### src/rtl/ofmd_wr_addr_gener.sv
// OFMD write-side address generator: accumulates KxK tap products per window and writes each
// output pixel in raster order. Optional build macro OFMD_RELU_EN clamps written sums at zero.
module ofmd_wr_addr_gener #(
  parameter int unsigned IFMD_H = 8,
  parameter int unsigned IFMD_W = 8,
  parameter int unsigned KW_3   = 3,
  parameter int unsigned KW_5   = 5,
  parameter int unsigned PROD_W = 16,
  parameter int unsigned ACC_W  = 21,
  parameter int unsigned ADDR_W = 6
) (
  input  logic                     clk,
  input  logic                     rst,
  input  logic                     start,
  input  logic                     is_5x5,
  input  logic                     prod_valid,
  input  logic signed [PROD_W-1:0] prod_data,
  input  logic                     win_last,
  output logic                     ofmd_wr_en,
  output logic [ADDR_W-1:0]        ofmd_wr_addr,
  output logic signed [ACC_W-1:0]  ofmd_wr_data,
  output logic                     ofmd_wr_done,
  output logic                     busy,
  output logic                     align_err
);

  localparam int unsigned TapW = $clog2(KW_5 * KW_5);
  localparam logic [TapW-1:0] LastTap3 = TapW'(KW_3 * KW_3 - 1);
  localparam logic [TapW-1:0] LastTap5 = TapW'(KW_5 * KW_5 - 1);
  localparam logic [ADDR_W-1:0] LastOut3 =
    ADDR_W'((IFMD_H - KW_3 + 1) * (IFMD_W - KW_3 + 1) - 1);
  localparam logic [ADDR_W-1:0] LastOut5 =
    ADDR_W'((IFMD_H - KW_5 + 1) * (IFMD_W - KW_5 + 1) - 1);

  typedef enum logic {StIdle, StAccum} state_e;

  state_e                    state_q;
  logic                      k5_q;
  logic signed [ACC_W-1:0]   acc_q;
  logic [TapW-1:0]           tap_cnt_q;
  logic [ADDR_W-1:0]         out_cnt_q;

  logic signed [ACC_W-1:0]   sum;
  logic signed [ACC_W-1:0]   wr_val;
  logic                      last_tap;
  logic                      last_out;

  always_comb begin
    sum      = acc_q + {{(ACC_W - PROD_W){prod_data[PROD_W-1]}}, prod_data};
    last_tap = (tap_cnt_q == (k5_q ? LastTap5 : LastTap3));
    last_out = (out_cnt_q == (k5_q ? LastOut5 : LastOut3));
`ifdef OFMD_RELU_EN
    wr_val   = sum[ACC_W-1] ? '0 : sum;
`else
    wr_val   = sum;
`endif
  end

  always_ff @(posedge clk or posedge rst) begin
    if (rst) begin
      state_q      <= StIdle;
      k5_q         <= 1'b0;
      acc_q        <= '0;
      tap_cnt_q    <= '0;
      out_cnt_q    <= '0;
      ofmd_wr_en   <= 1'b0;
      ofmd_wr_addr <= '0;
      ofmd_wr_data <= '0;
      ofmd_wr_done <= 1'b0;
      busy         <= 1'b0;
      align_err    <= 1'b0;
    end else begin
      ofmd_wr_en   <= 1'b0;
      ofmd_wr_done <= 1'b0;
      case (state_q)
        StIdle: begin
          // busy is still high during the final write cycle, so start is refused there too
          if (start && !busy) begin
            state_q   <= StAccum;
            busy      <= 1'b1;
            align_err <= 1'b0;
            acc_q     <= '0;
            tap_cnt_q <= '0;
            out_cnt_q <= '0;
            k5_q      <= is_5x5;
          end else begin
            busy <= 1'b0;
          end
        end
        StAccum: begin
          if (prod_valid) begin
            if (win_last != last_tap) align_err <= 1'b1;
            if (last_tap) begin
              ofmd_wr_en   <= 1'b1;
              ofmd_wr_addr <= out_cnt_q;
              ofmd_wr_data <= wr_val;
              acc_q        <= '0;
              tap_cnt_q    <= '0;
              out_cnt_q    <= out_cnt_q + 1'b1;
              if (last_out) begin
                ofmd_wr_done <= 1'b1;
                state_q      <= StIdle;
              end
            end else begin
              acc_q     <= sum;
              tap_cnt_q <= tap_cnt_q + 1'b1;
            end
          end
        end
        default: state_q <= StIdle;
      endcase
    end
  end

endmodule

### config.mk
export PLATFORM = sky130hd
export DESIGN_NAME = ofmd_wr_addr_gener
export DESIGN_NICKNAME = d
export VERILOG_FILES = /design/src/rtl/ofmd_wr_addr_gener.sv
export SDC_FILE = /design/constraint.sdc
export NUM_CORES = 1
export LEC_CHECK = 0
export ABC_AREA = 1
export CAP_MARGIN = 20
export CORE_MARGIN = 2
export CORE_UTILIZATION = 56
export DETAILED_ROUTE_END_ITERATION = 8
export PLACE_DENSITY_LB_ADDON = 0.2
export SLEW_MARGIN = 10
export SYNTH_ARGS = -nofsm -noshare
export SYNTH_HDL_FRONTEND = slang
export SYNTH_SLANG_ARGS = --single-unit
### constraint.sdc
create_clock -name clk -period 3.2 [get_ports clk]
set_clock_uncertainty 0.15 [all_clocks]
set_input_delay 0.96 -clock clk [delete_from_list [all_inputs] [get_ports clk]]
set_output_delay 0.96 -clock clk [all_outputs]
set_load 0.1 [all_outputs]
# Yosys cells after proc, flatten, opt, wreduce, memory -nomap -nowiden

Cells that the tools add are included.

Add/sub/neg operators: 3
Eq/ne operators: 7
Mux-type cells: 30
Bitwise operators: 1
Reduce and logical (&&, ||, !) cells: 7

Operator list:

| kind                                          | number |
|---|---|
| 2-to-1 mux 21 bit                             | 3 |
| case mux 21 bit (2 select lines)              | 1 |
| 2-to-1 mux 6 bit                              | 4 |
| adder 21 bit                                  | 1 |
| 2-to-1 mux 5 bit                              | 4 |
| 2-to-1 mux 1 bit                              | 14 |
| case mux 6 bit (2 select lines)               | 1 |
| case mux 5 bit (2 select lines)               | 1 |
| AND reduction 3 bit                           | 3 |
| adder 6 x 1 -> 6 bit, second input constant   | 1 |
| == test 6 bit                                 | 1 |
| adder 5 x 1 -> 5 bit, second input constant   | 1 |
| == test 5 bit                                 | 1 |
| != test 2 x 1 -> 1 bit, second input constant | 2 |
| != test 2 bit, second input constant          | 2 |
| case mux 1 bit (2 select lines)               | 2 |
| AND reduction 2 bit                           | 2 |
| logical AND 1 bit                             | 1 |
| zero test 1 bit                               | 1 |
| != test 1 bit                                 | 1 |
| inverter 1 bit                                | 1 |

Bits in registers: 65
Bits of input ports: 22
Logic and storage cells: 59

# Longest topological paths before layout

Depth in word-level cells: 6
Mapped depth: 13
Gate-level depth less buffers: 13

# Worst setup path after synthesis

Ideal clock, no wire load.

Kind: input-to-reg
Start: input prod_data[0]
End: register ofmd_wr_data[14]
Library setup time: 120 ps
Data arrival time: 2279 ps
Data required time: 2930 ps
Path slack: 651 ps
Stages: 13
Path buffers: 0
Path through: ha_1 -> inv_1 -> fa_1 -> inv_1 -> nand3_1 -> nand3_1 -> nand2_1 -> nand2_1 -> nand3_1 -> nand2_1 -> nand2_1 -> nand3_1 -> nand2_1

Cells in the longest elaborated chain, start to end: 1

Ends and longest elaborated chain:

| element              | RTL line | text |
|---|---|---|
| from (decl)          | 17       | `input logic signed [PROD_W-1:0] prod_data,` |
| adder 21 bit         | 49       | `sum = acc_q + {{(ACC_W - PROD_W){prod_data[PROD_W-1]}}, prod_data};` |
| to (signal assigned) | 96       | `ofmd_wr_data <= wr_val;` |
| to (decl)            | 21       | `output logic signed [ACC_W-1:0] ofmd_wr_data,` |

No other way between the ends.
A chain may end at the register's enable or synchronous reset.

# Worst setup path after layout

Start: input prod_data[0]
End: register acc_q[14]

Cells in the longest elaborated chain, start to end: 4

Ends and longest elaborated chain:

| element                          | RTL line | text |
|---|---|---|
| adder 21 bit                     | 49       |  |
| 2-to-1 mux 21 bit                | 93       | `if (last_tap) begin` |
| 2-to-1 mux 21 bit                | 91       | `if (prod_valid) begin` |
| case mux 21 bit (2 select lines) | 75       | `case (state_q)` |
| to (signal assigned)             | 105      | `acc_q <= sum;` |
| to (decl)                        | 39       | `logic signed [ACC_W-1:0] acc_q;` |

No other way between the ends. The select of a mux whose other input is x is not followed.

==> metrics.md <==
| Metric | Value |
|---|---|
| Nets | `between 600 and 700` |
| DRT antenna net count | `0` |
| Switching power | `slightly below 3 mW` |
| F_max | `349.7 MHz` |
| Worst EP arrival | `2950 ps` |
| Largest net degree at the start of global routing | `45` |
| Clock power share | `0.131` |
| CP Data Required Time | `3290 ps` |
| Synth Area per Inst | `roughly 7 um^2` |
| # rows | `30` |
| Global router's overall resource usage | `0.2610` |
| Most used cell along the critical path | `nand2_1` |
| CP Capture Type | `register` |
| First-pass DRT Iterations | `4` |
| Worst-margin pin slew | `just under 500 ps` |
| Top cells by area, synth | `dfrtp_1 (41%), nand2_1 (20%), inv_1 (7.6%), ha_1 (7.2%), nand3_1 (5.6%)` |
| Cell Int Power | `between 2 and 2.5 mW` |
| DRT iter0 DRCs | `about 280` |
| Cell Pwr Density | `1135 mW/mm^2` |
| Rel. slew slack | `0.6765` |
| TritonCTS clock tree | `yes` |
| Synth area leader | `dfrtp_1` |
| Unrepaired setup endpoints after global routing | `no` |
| Worst hold path stage count | `2` |
| Combinational power share | `0.611` |
| Post-synth EDFFs | `0` |
| Max-Cap Viols | `0` |
| R2R Path Start | `acc_q[0]` |
| R2R setup slack | `around 1100 ps` |
| CP startpoint kind | `input port` |
| CP cell instances | `clkdlybuf4s50_1, ha_1, inv_1, fa_1, inv_1, nand3_1, nand3_1, nand2_1, nand2_1, nand3_1, nand2_1, nand2_1, nand3_1, nand2_1` |
| Clock Latency Late Sink | `340 ps` |
| Most common cell in the netlist | `nand2_1` |
| Resize count post-CTS | `0` |
| Sw Share | `0.5480` |
| Die Width | `between 80 and 90 um` |
| Worst-path clk slew | `80 ps` |
| Setup TNS | `0 ps` |
| Area of the mapped netlist | `approximately 0.0040 mm^2` |
| Peak supply drop | `between 0.6 and 0.7 mV` |
| Yosys cell types | `33` |
| P&R area growth vs syn | `18.91%` |
| Post-synthesis sequential area ratio | `0.4070` |
| DRC | `0` |
| Worst hold path class | `reg2reg` |
| Via count | `approximately 3,700` |
| CP peak stage delay | `~460 ps` |
| WL per Instance | `about 13 um` |
| Syn Inst Count | `between 500 and 600` |
| Worst path top cell family by delay | `simple AND/OR/NAND/NOR gates` |
| Syn_nets | `~600` |
| Initial antenna violation count | `0` |
| Final HPWL DP | `between 7000 and 8000 um` |
| Port Buffer Count | `52` |
| Die area | `around 0.008 mm^2` |
| Total CTS buffers | `9` |
| Die Ht | `88.48 um` |
| P_leak | `~2.6 nW` |
| # H-tree levels | `3` |
| Final wirelength | `approximately 9400 um` |
| Total gr overflow | `0` |
| R2r endpoint | `acc_q[14]` |
| Synth top area share | `0.4070` |
| CTS sink cnt | `65` |
| Share of cells above drive strength 1 | `0.1029` |
| Count of final hold-check violations | `0` |
| CORE AREA | `approximately 0.0068 mm^2` |
| Synth Register Bits | `65` |
| Ant diodes | `0` |
| Starting Density | `0.5850` |
| Finished Core Util | `0.6956` |
| Crit path max fanout | `3` |
| Count of final setup violators | `0` |
| Min-delay src | `ofmd_wr_data[20]` |
| Status | `completed` |
| Via density | `approximately 5.2` |
| Yosys warnings | `0` |
| Top_reg_cell synth | `dfrtp_1` |
| Vias in the first global route | `around 3,500` |
| Root Buffer | `clkbuf_8` |
| First-pass GRT wire length | `15,860 um` |
| Min Tclk post-route | `2859 ps` |
| Fill cells | `between 500 and 600` |
| I/O pin total | `53` |
| Crit Path Class | `in2reg` |
| R2R depth | `13` |
| Period utilization | `0.8935` |
| Bufs and invs on worst path | `3` |
| Hold_buf cts | `0` |
| Async set-reset flop share out of synthesis | `1.000` |
| Commonest cells in the netlist | `nand2_1 (211), inv_1 (81), dfrtp_1 (65)` |
| Post-CTS setup buffers | `0` |
| WHS Endpoint | `ofmd_wr_data[20]` |
| Max clock buf depth | `2` |
| Register share of total power | `0.258` |
| Slowest-stage cell, CP | `clkdlybuf4s50_1` |
| Max-slew violation count | `0` |
| Placer Congestion | `0.9658` |
-- area by class of cell --
cell class	instances	area [um^2]	share of cell area
Sequential cell	65	1627	0.3423
Timing Repair Buffer	57	493.0	0.1037
Multi-Input combinational cell	400	2003	0.4215
Clock buffer	9	123.9	0.02607
Clock inverter	7	70.07	0.01474
Inverter	84	315.3	0.06635
Tap cell	96	120.1	0.02528
-- sequential cells by signal, summed over array words and instances (netlist names), 5 cells and up --
signal,cells
acc_q,21
ofmd_wr_addr,6
ofmd_wr_data,21
out_cnt_q,6
tap_cnt_q,5
-- layer usage --
layer	global-route usage	routed length, um	vias to the layer above
met1	0.3491	4215	1720
met4	0.06612	127	0
met3	0.06063	483	19
met5	0	0	-
met2	0.4313	4560	107
li1	-	-	1861
-- metrics by stage --
| step | power [mW] | hold WS, ps | cell area, um^2 | std cells | setup WS (ps) |
|---|---|---|---|---|---|
| after floorplan | 3.947 | 303.1 | 3996 | 558 | 463.5 |
| after global placement | 4.594 | 315.6 | 4558 | 702 | 61.03 |
| after detailed placement | 4.663 | 319.5 | 4558 | 702 | 3.850 |
| after CTS | 5.386 | 340.5 | 4752 | 718 | 360.5 |
| after global routing | 5.795 | 353.7 | 4752 | 718 | 145.2 |
| final | 5.394 | 335.6 | 4752 | 718 | 340.7 |
-- worst max path at each step --
| stage | startpoint | cells past startpoint | slack (ps) | endpoint |
|---|---|---|---|---|
| 3_3_place_gp | prod_data[0] | 14 | 60 | ofmd_wr_data[16] |
| 6_report | prod_data[0] | 14 | 340 | acc_q[14] |
| 5_1_grt | prod_data[0] | 14 | 150 | acc_q[16] |
| 4_1_cts | prod_data[0] | 14 | 360 | ofmd_wr_data[14] |
| 2_1_floorplan | rst | 1 | 460 | acc_q[0] |
| 3_5_place_dp | prod_data[0] | 14 | 4 | acc_q[14] |
-- placed cells by master, fill, tap and decap left out --
cell	synthesis	final
nand2_2	1	1
or2_1	1	1
nand3_1	45	45
inv_6	0	1
bufinv_16	0	1
buf_4	1	35
nor3_2	1	1
nor3_1	1	1
clkinv_4	0	1
a21oi_1	14	14
buf_12	0	1
nand2_4	1	1
nor2_1	34	34
o21ai_1	21	21
fa_1	1	1
xnor2_1	6	6
dfrtp_1	65	65
or2_2	1	1
nor2_2	1	1
ha_1	23	23
o22ai_1	4	4
nand3_2	1	1
a32o_1	1	1
clkbuf_8	0	9
nand4_1	5	5
nand2_1	211	211
clkinvlp_4	0	1
a21o_1	1	1
nor2_4	1	1
o21ai_0	9	9
inv_1	81	80
o21a_1	2	2
clkdlybuf4s50_1	0	21
mux2_2	1	1
nand3b_1	7	7
xor2_1	6	6
clkinv_2	0	3
inv_2	3	4
-- worst register-to-register path: cells and delay by family, from the launching register on --
family                   cells  cell delay (ps)
buffers and inverters        2              160
AND/OR/NAND/NOR              9              770
adder cells (fa/ha/maj)      2              610
flip-flops                   1              350
-- power groups by stage --
stage | Sequential [mW] | Combinational (mW) | Clock [mW]
2_1_floorplan | 2.44 | 1.51 | 0
3_3_place_gp | 1.39 | 3.20 | 0
3_5_place_dp | 1.40 | 3.26 | 0
4_1_cts | 1.39 | 3.28 | 0.714
5_1_grt | 1.44 | 3.60 | 0.757
6_report | 1.39 | 3.30 | 0.705
-- kinds of logic (layout without fill, tap and decap cells) --
family	Yosys count	in the layout	synth area share
AND/OR/NAND/NOR	311	311	0.3256
AO/OA/AOI/OAI	52	52	0.06950
buffers and inverters	93	157	0.09173
adder cells (fa/ha/maj)	24	24	0.07702
XOR/XNOR	12	12	0.02630
multiplexers	1	1	0.002818
flip-flops	65	65	0.4070
Note: power is estimated with default switching activity, not from simulation.
